$ cat config.mk
export PLATFORM = sky130hd
export DESIGN_NAME = proc_status
export DESIGN_NICKNAME = d
export VERILOG_FILES = /design/src/rtl/proc_status.sv
export SDC_FILE = /design/constraint.sdc
export NUM_CORES = 1
export LEC_CHECK = 0
export ABC_AREA = 1
export CAP_MARGIN = 20
export CELL_PAD_IN_SITES_DETAIL_PLACEMENT = 0
export CELL_PAD_IN_SITES_GLOBAL_PLACEMENT = 1
export CORE_MARGIN = 2
export CORE_UTILIZATION = 24
export CTS_CLUSTER_SIZE = 20
export DETAILED_ROUTE_END_ITERATION = 16
export GPL_TIMING_DRIVEN = 0
export PLACE_DENSITY_LB_ADDON = 0.1
export SETUP_SLACK_MARGIN = 0.05
export SYNTH_ARGS = -nofsm -noshare
export SYNTH_HDL_FRONTEND = slang
export SYNTH_SLANG_ARGS = --single-unit
$ cat constraint.sdc
create_clock -name clk -period 1.25 [get_ports clk]
set_clock_uncertainty 0.15 [all_clocks]
set_input_delay 0.1875 -clock clk [delete_from_list [all_inputs] [get_ports clk]]
set_output_delay 0.1875 -clock clk [all_outputs]
set_load 0.03 [all_outputs]
$ cat src/rtl/proc_status.sv
`default_nettype none
// ============================================================================
// Module   : proc_status
// Purpose  : MOS 6502 processor status register P = {N,V,1,B,D,I,Z,C}.
//            Captures ALU flag results, handles BIT, PLP/RTI, flag set/clear
//            instructions, interrupt entry and the delayed IRQ mask.
// Revision : 1.0 - initial release
// ----------------------------------------------------------------------------
// Ports
//   clk            in   1  core clock, rising-edge updates
//   reset          in   1  asynchronous active-high reset
//   alu_Y          in   8  ALU result (source of N, Z)
//   alu_carry_out  in   1  ALU carry (source of C)
//   alu_overflow   in   1  ALU overflow (source of V)
//   mem_data       in   8  data-bus byte (BIT operand / pulled P)
//   p_op           in   3  0 NOP,1 ALU,2 BIT,3 PLP,4 SETF,5 CLRF,6 INT,7 NOP
//   flag_we        in   4  ALU write enables {N,V,Z,C}
//   flag_sel       in   3  bit index for SETF/CLRF
//   push_brk       in   1  B value placed in p_push
//   instr_done     in   1  last-cycle-of-instruction pulse
//   p_reg          out  8  current P
//   p_push         out  8  P as pushed to the stack
//   carry_flag     out  1  C, to alu_carry_in
//   decimal_flag   out  1  D, to the decimal path
//   irq_mask       out  1  delayed I used by the interrupt poller
// ============================================================================
module proc_status #(
  parameter logic [7:0] RESET_P = 8'h24
) (
  input  logic       clk,
  input  logic       reset,
  input  logic [7:0] alu_Y,
  input  logic       alu_carry_out,
  input  logic       alu_overflow,
  input  logic [7:0] mem_data,
  input  logic [2:0] p_op,
  input  logic [3:0] flag_we,
  input  logic [2:0] flag_sel,
  input  logic       push_brk,
  input  logic       instr_done,
  output logic [7:0] p_reg,
  output logic [7:0] p_push,
  output logic       carry_flag,
  output logic       decimal_flag,
  output logic       irq_mask
);

  // Operation encoding
  localparam logic [2:0] C_OP_NOP  = 3'd0;
  localparam logic [2:0] C_OP_ALU  = 3'd1;
  localparam logic [2:0] C_OP_BIT  = 3'd2;
  localparam logic [2:0] C_OP_PLP  = 3'd3;
  localparam logic [2:0] C_OP_SETF = 3'd4;
  localparam logic [2:0] C_OP_CLRF = 3'd5;
  localparam logic [2:0] C_OP_INT  = 3'd6;

  // Bit positions inside P
  localparam int C_BIT_C = 0;
  localparam int C_BIT_Z = 1;
  localparam int C_BIT_I = 2;
  localparam int C_BIT_D = 3;
  localparam int C_BIT_V = 6;
  localparam int C_BIT_N = 7;

  // Bit5 is hard-wired 1 and bit4 (B) does not exist in the register.
  localparam logic [7:0] C_FORCE_ONE  = 8'h20;
  localparam logic [7:0] C_FORCE_ZERO = 8'h10;
  localparam logic [7:0] C_RESET_VAL  = (RESET_P | C_FORCE_ONE) & ~C_FORCE_ZERO;

  logic [7:0] r_p;
  logic       r_irq_mask;
  logic [7:0] w_p_raw;
  logic [7:0] w_p_next;
  logic       w_alu_zero;
  logic       w_setf_legal;
  logic       w_clrf_legal;

  assign w_alu_zero = (alu_Y == 8'h00);

  // SETF is only defined for C, I, D; CLRF additionally for V (CLV).
  assign w_setf_legal = (flag_sel == 3'd0) || (flag_sel == 3'd2) || (flag_sel == 3'd3);
  assign w_clrf_legal = w_setf_legal || (flag_sel == 3'd6);

  always_comb begin
    w_p_raw = r_p;
    case (p_op)
      C_OP_ALU: begin
        if (flag_we[3]) w_p_raw[C_BIT_N] = alu_Y[7];
        if (flag_we[2]) w_p_raw[C_BIT_V] = alu_overflow;
        if (flag_we[1]) w_p_raw[C_BIT_Z] = w_alu_zero;
        if (flag_we[0]) w_p_raw[C_BIT_C] = alu_carry_out;
      end
      C_OP_BIT: begin
        // N/V come straight from the operand; Z from the ALU's A AND M.
        w_p_raw[C_BIT_N] = mem_data[7];
        w_p_raw[C_BIT_V] = mem_data[6];
        w_p_raw[C_BIT_Z] = w_alu_zero;
      end
      C_OP_PLP: begin
        w_p_raw = mem_data;
      end
      C_OP_SETF: begin
        if (w_setf_legal) w_p_raw[flag_sel] = 1'b1;
      end
      C_OP_CLRF: begin
        if (w_clrf_legal) w_p_raw[flag_sel] = 1'b0;
      end
      C_OP_INT: begin
        // NMOS part: D is not cleared on interrupt entry.
        w_p_raw[C_BIT_I] = 1'b1;
      end
      default: begin
        // NOP and reserved encoding: hold.
      end
    endcase
    w_p_next = (w_p_raw | C_FORCE_ONE) & ~C_FORCE_ZERO;
  end

  always_ff @(posedge clk or posedge reset) begin
    if (reset) begin
      r_p <= C_RESET_VAL;
    end else begin
      r_p <= w_p_next;
    end
  end

  // The mask samples the pre-update I, so CLI/SEI/PLP take effect one
  // instruction late. Interrupt entry closes the window immediately.
  always_ff @(posedge clk or posedge reset) begin
    if (reset) begin
      r_irq_mask <= RESET_P[2];
    end else if (p_op == C_OP_INT) begin
      r_irq_mask <= 1'b1;
    end else if (instr_done) begin
      r_irq_mask <= r_p[C_BIT_I];
    end
  end

  assign p_reg        = r_p;
  assign p_push       = {r_p[7:6], 1'b1, push_brk, r_p[3:0]};
  assign carry_flag   = r_p[C_BIT_C];
  assign decimal_flag = r_p[C_BIT_D];
  assign irq_mask     = r_irq_mask;

  // NOP encoding named for readability of the decode table only.
  logic w_unused;
  assign w_unused = (C_OP_NOP == 3'd0);

endmodule
`default_nettype wire

==> out/metrics.yaml <==
areaGrowthSynthToFinish_pct: 85.23
drc: 0
cts_tree: "done"
cp-end-kind: "output pin"
boundaryPins: 51
htree_levels: 1
cp.depth: 2
grt_max_degree: 11
path_buf_inv: 2
dp_hpwl_um: 2056
wl_met2_um: 1315
ant_nets: 0
worst_ep_required_time_ns: 0.91
drtIter0Drc: 34
synth.cells.most_frequent: "nand2_1, nor2_1, buf_4"
power.total_mw: 1.546
cts_root_buf: "clkbuf_4"
grt_pass1_wl_um: 4360
synth_top_area_frac: 0.1754
rsz0062_at_grt: "true"
initial_core_util: 0.2525
drive_gt1_frac: 0.3731
postSynth.asyncResetShare: 1.000
crit_fanout: 3
placed_area_um2: 1340
crit_type: "flip-flop to output pin"
stdcell_area_um2: 1585
violations: "negative setup slack"
largest_reg_flops: 6
leakagePower_nw: 0.7722
grt-ovfl-total: 0
synth_cell_type_count: 25
ys.flop_type: "dfrtp_1"
hp-class: "input port to async pin"
setup_slack_ns: -0.1013
whs_ns: 0.003286
antenna_cells: 0
synth.most_common_cell: "nand2_1"
cp_top_family: "flip-flops"
ir_drop_uv: 577.2
pre_cts_ws_ns: -0.7253
startpoint_type: "flip-flop"
post_drt_wl_per_cell_um: 11.16
dr_wl_met3_um: 154
die_w_um: 63.72
clk_latency_ns: 0.27
p_per_area_nw_per_um2: 975.0
numCtsBuffers: 3
cp.arrival_ns: 1.01
fp-row-count: 21
final_hold_viol_count: 0
cts.sinks: 7
period_share: 1.081
fp.coreArea_um2: 3390
vias_per_cell: 4.381
r2r_end: "p_reg[7]"
synth_seq_cells: 7
instances_no_fill: 247
crit_end: "p_reg[2]"
critPathSlowestCell: "dfstp_2"
synth-edff-count: 0
cpPeakStageDelay_ns: 0.54
drtPass1Iterations: 4
grt_antenna_before_repair: 0
syn_area_um2: 855.8
port_buffers: 41
drv_slew: 0
reg2reg_from: "p_reg[7]"
cp_common_cell: "buf_6"
synth_cells: 143
routed_wirelength_um: 2757
finalSetupViolations: 10
synthTopCellsByArea: "nand2_1, dfrtp_1, buf_4"
clock_path_buffers: 2
die_y_um: 63.72
grt_use_total: 0.1366
place.gp.congestion: 0.9157
path_cells: "buf_6, buf_6"
r2r_cells: 6
syn_avg_cell_area_um2: 5.985
worstSetupStartpoint: "p_reg[2]"
drv_cap: 0
max_freq_ghz: 0.7400
wl_met1_um: 1240
placed_cells: 231
synth_top_area_cell: "nand2_1"
ys_warn_count: 0
num_vias: 1082
first_global_vias: 1002
die_area_um2: 4060
num-nets-final: 236
clk_pin_slew_ns: 0.07
period_needed_ns: 1.351
top_layer: "met4"
reg2reg_slack_ns: 0.05
status: "finished with violations"
ys_seq_area_frac: 0.2076
-- stage by stage --
| step | util | setup TNS (ns) |
|---|---|---|
| 2_1_floorplan | - | 0 |
| 3_3_place_gp | 0.3953 | -7.604 |
| 3_5_place_dp | 0.3953 | -7.681 |
| 4_1_cts | 0.4478 | -0.4930 |
| 5_1_grt | 0.4677 | -0.8103 |
| 6_report | 0.4677 | -0.5443 |
-- how the worst min path moves through the flow --
stage / slack [ns] / from / end / cells after the start
CTS: 0.004 / p_op[0] / irq_mask / 2
finish: 0.003 / reset / p_reg[7] / 2
floorplan: -0.16 / reset / p_reg[0] / 1
global placement: 0.27 / p_op[0] / irq_mask / 2
global route: 0.02 / p_op[0] / irq_mask / 2
detailed placement: 0.26 / p_op[0] / irq_mask / 2
-- layout make-up --
class / instances / area (um2)
timing repair buffer: 53 / 514.2
fill: 371 / 1804
clock buffer: 4 / 26.28
sequential: 7 / 181.4
tap: 46 / 57.56
multi-input combinational: 107 / 600.6
buffer: 15 / 146.4
inverter: 15 / 58.81
-- logic make-up after synthesis --
logic type | after synthesis | synth area share
flip-flops | 7 | 0.2076
other | 2 | 0.008775
buffers and inverters | 30 | 0.2018
AO/OA/AOI/OAI | 23 | 0.1667
AND/OR/NAND/NOR | 79 | 0.3860
adder cells (fa/ha/maj) | 2 | 0.02924
-- metal layers --
| metal | vias to the layer above | GRT usage |
|---|---|---|
| met2 | 36 | 0.2211 |
| met3 | 6 | 0.02679 |
| li1 | 563 | - |
| met1 | 477 | 0.1761 |
| met4 | 0 | 0.05707 |
| met5 | - | 0 |
-- timing repair --
item | CTS | global route
pin swaps | 1 | 6
endpoints found under the setup margin | 22 | 22
setup buffers | 10 | 2
hold buffers | 0 | 0
resized for setup | 130 | 22
-- worst reg2reg max path, cell delays in order (launching register included) --
cell	delay, ns
dfrtp_1	0.43
buf_6	0.14
a31o_4	0.20
nand2_2	0.04
nand2_1	0.04
nand2_1	0.05
nand2_1	0.05
-- report_power, final --
group          internal [mW]  total [mW]  switching, mW
logic                  0.509       0.972          0.464
clock network          0.124       0.241          0.117
registers              0.280       0.332         0.0528
-- placed cells by master (no fill, tap or decap), types with 4 or more instances in the layout --
cell,n
inv_1,10
nand2_1,38
a21oi_1,7
nor2_1,21
buf_4,15
inv_2,4
clkdlybuf4s50_1,22
buf_6,27
nand3_1,9
o21ai_1,5
Note: power is estimated with default switching activity, not from simulation.
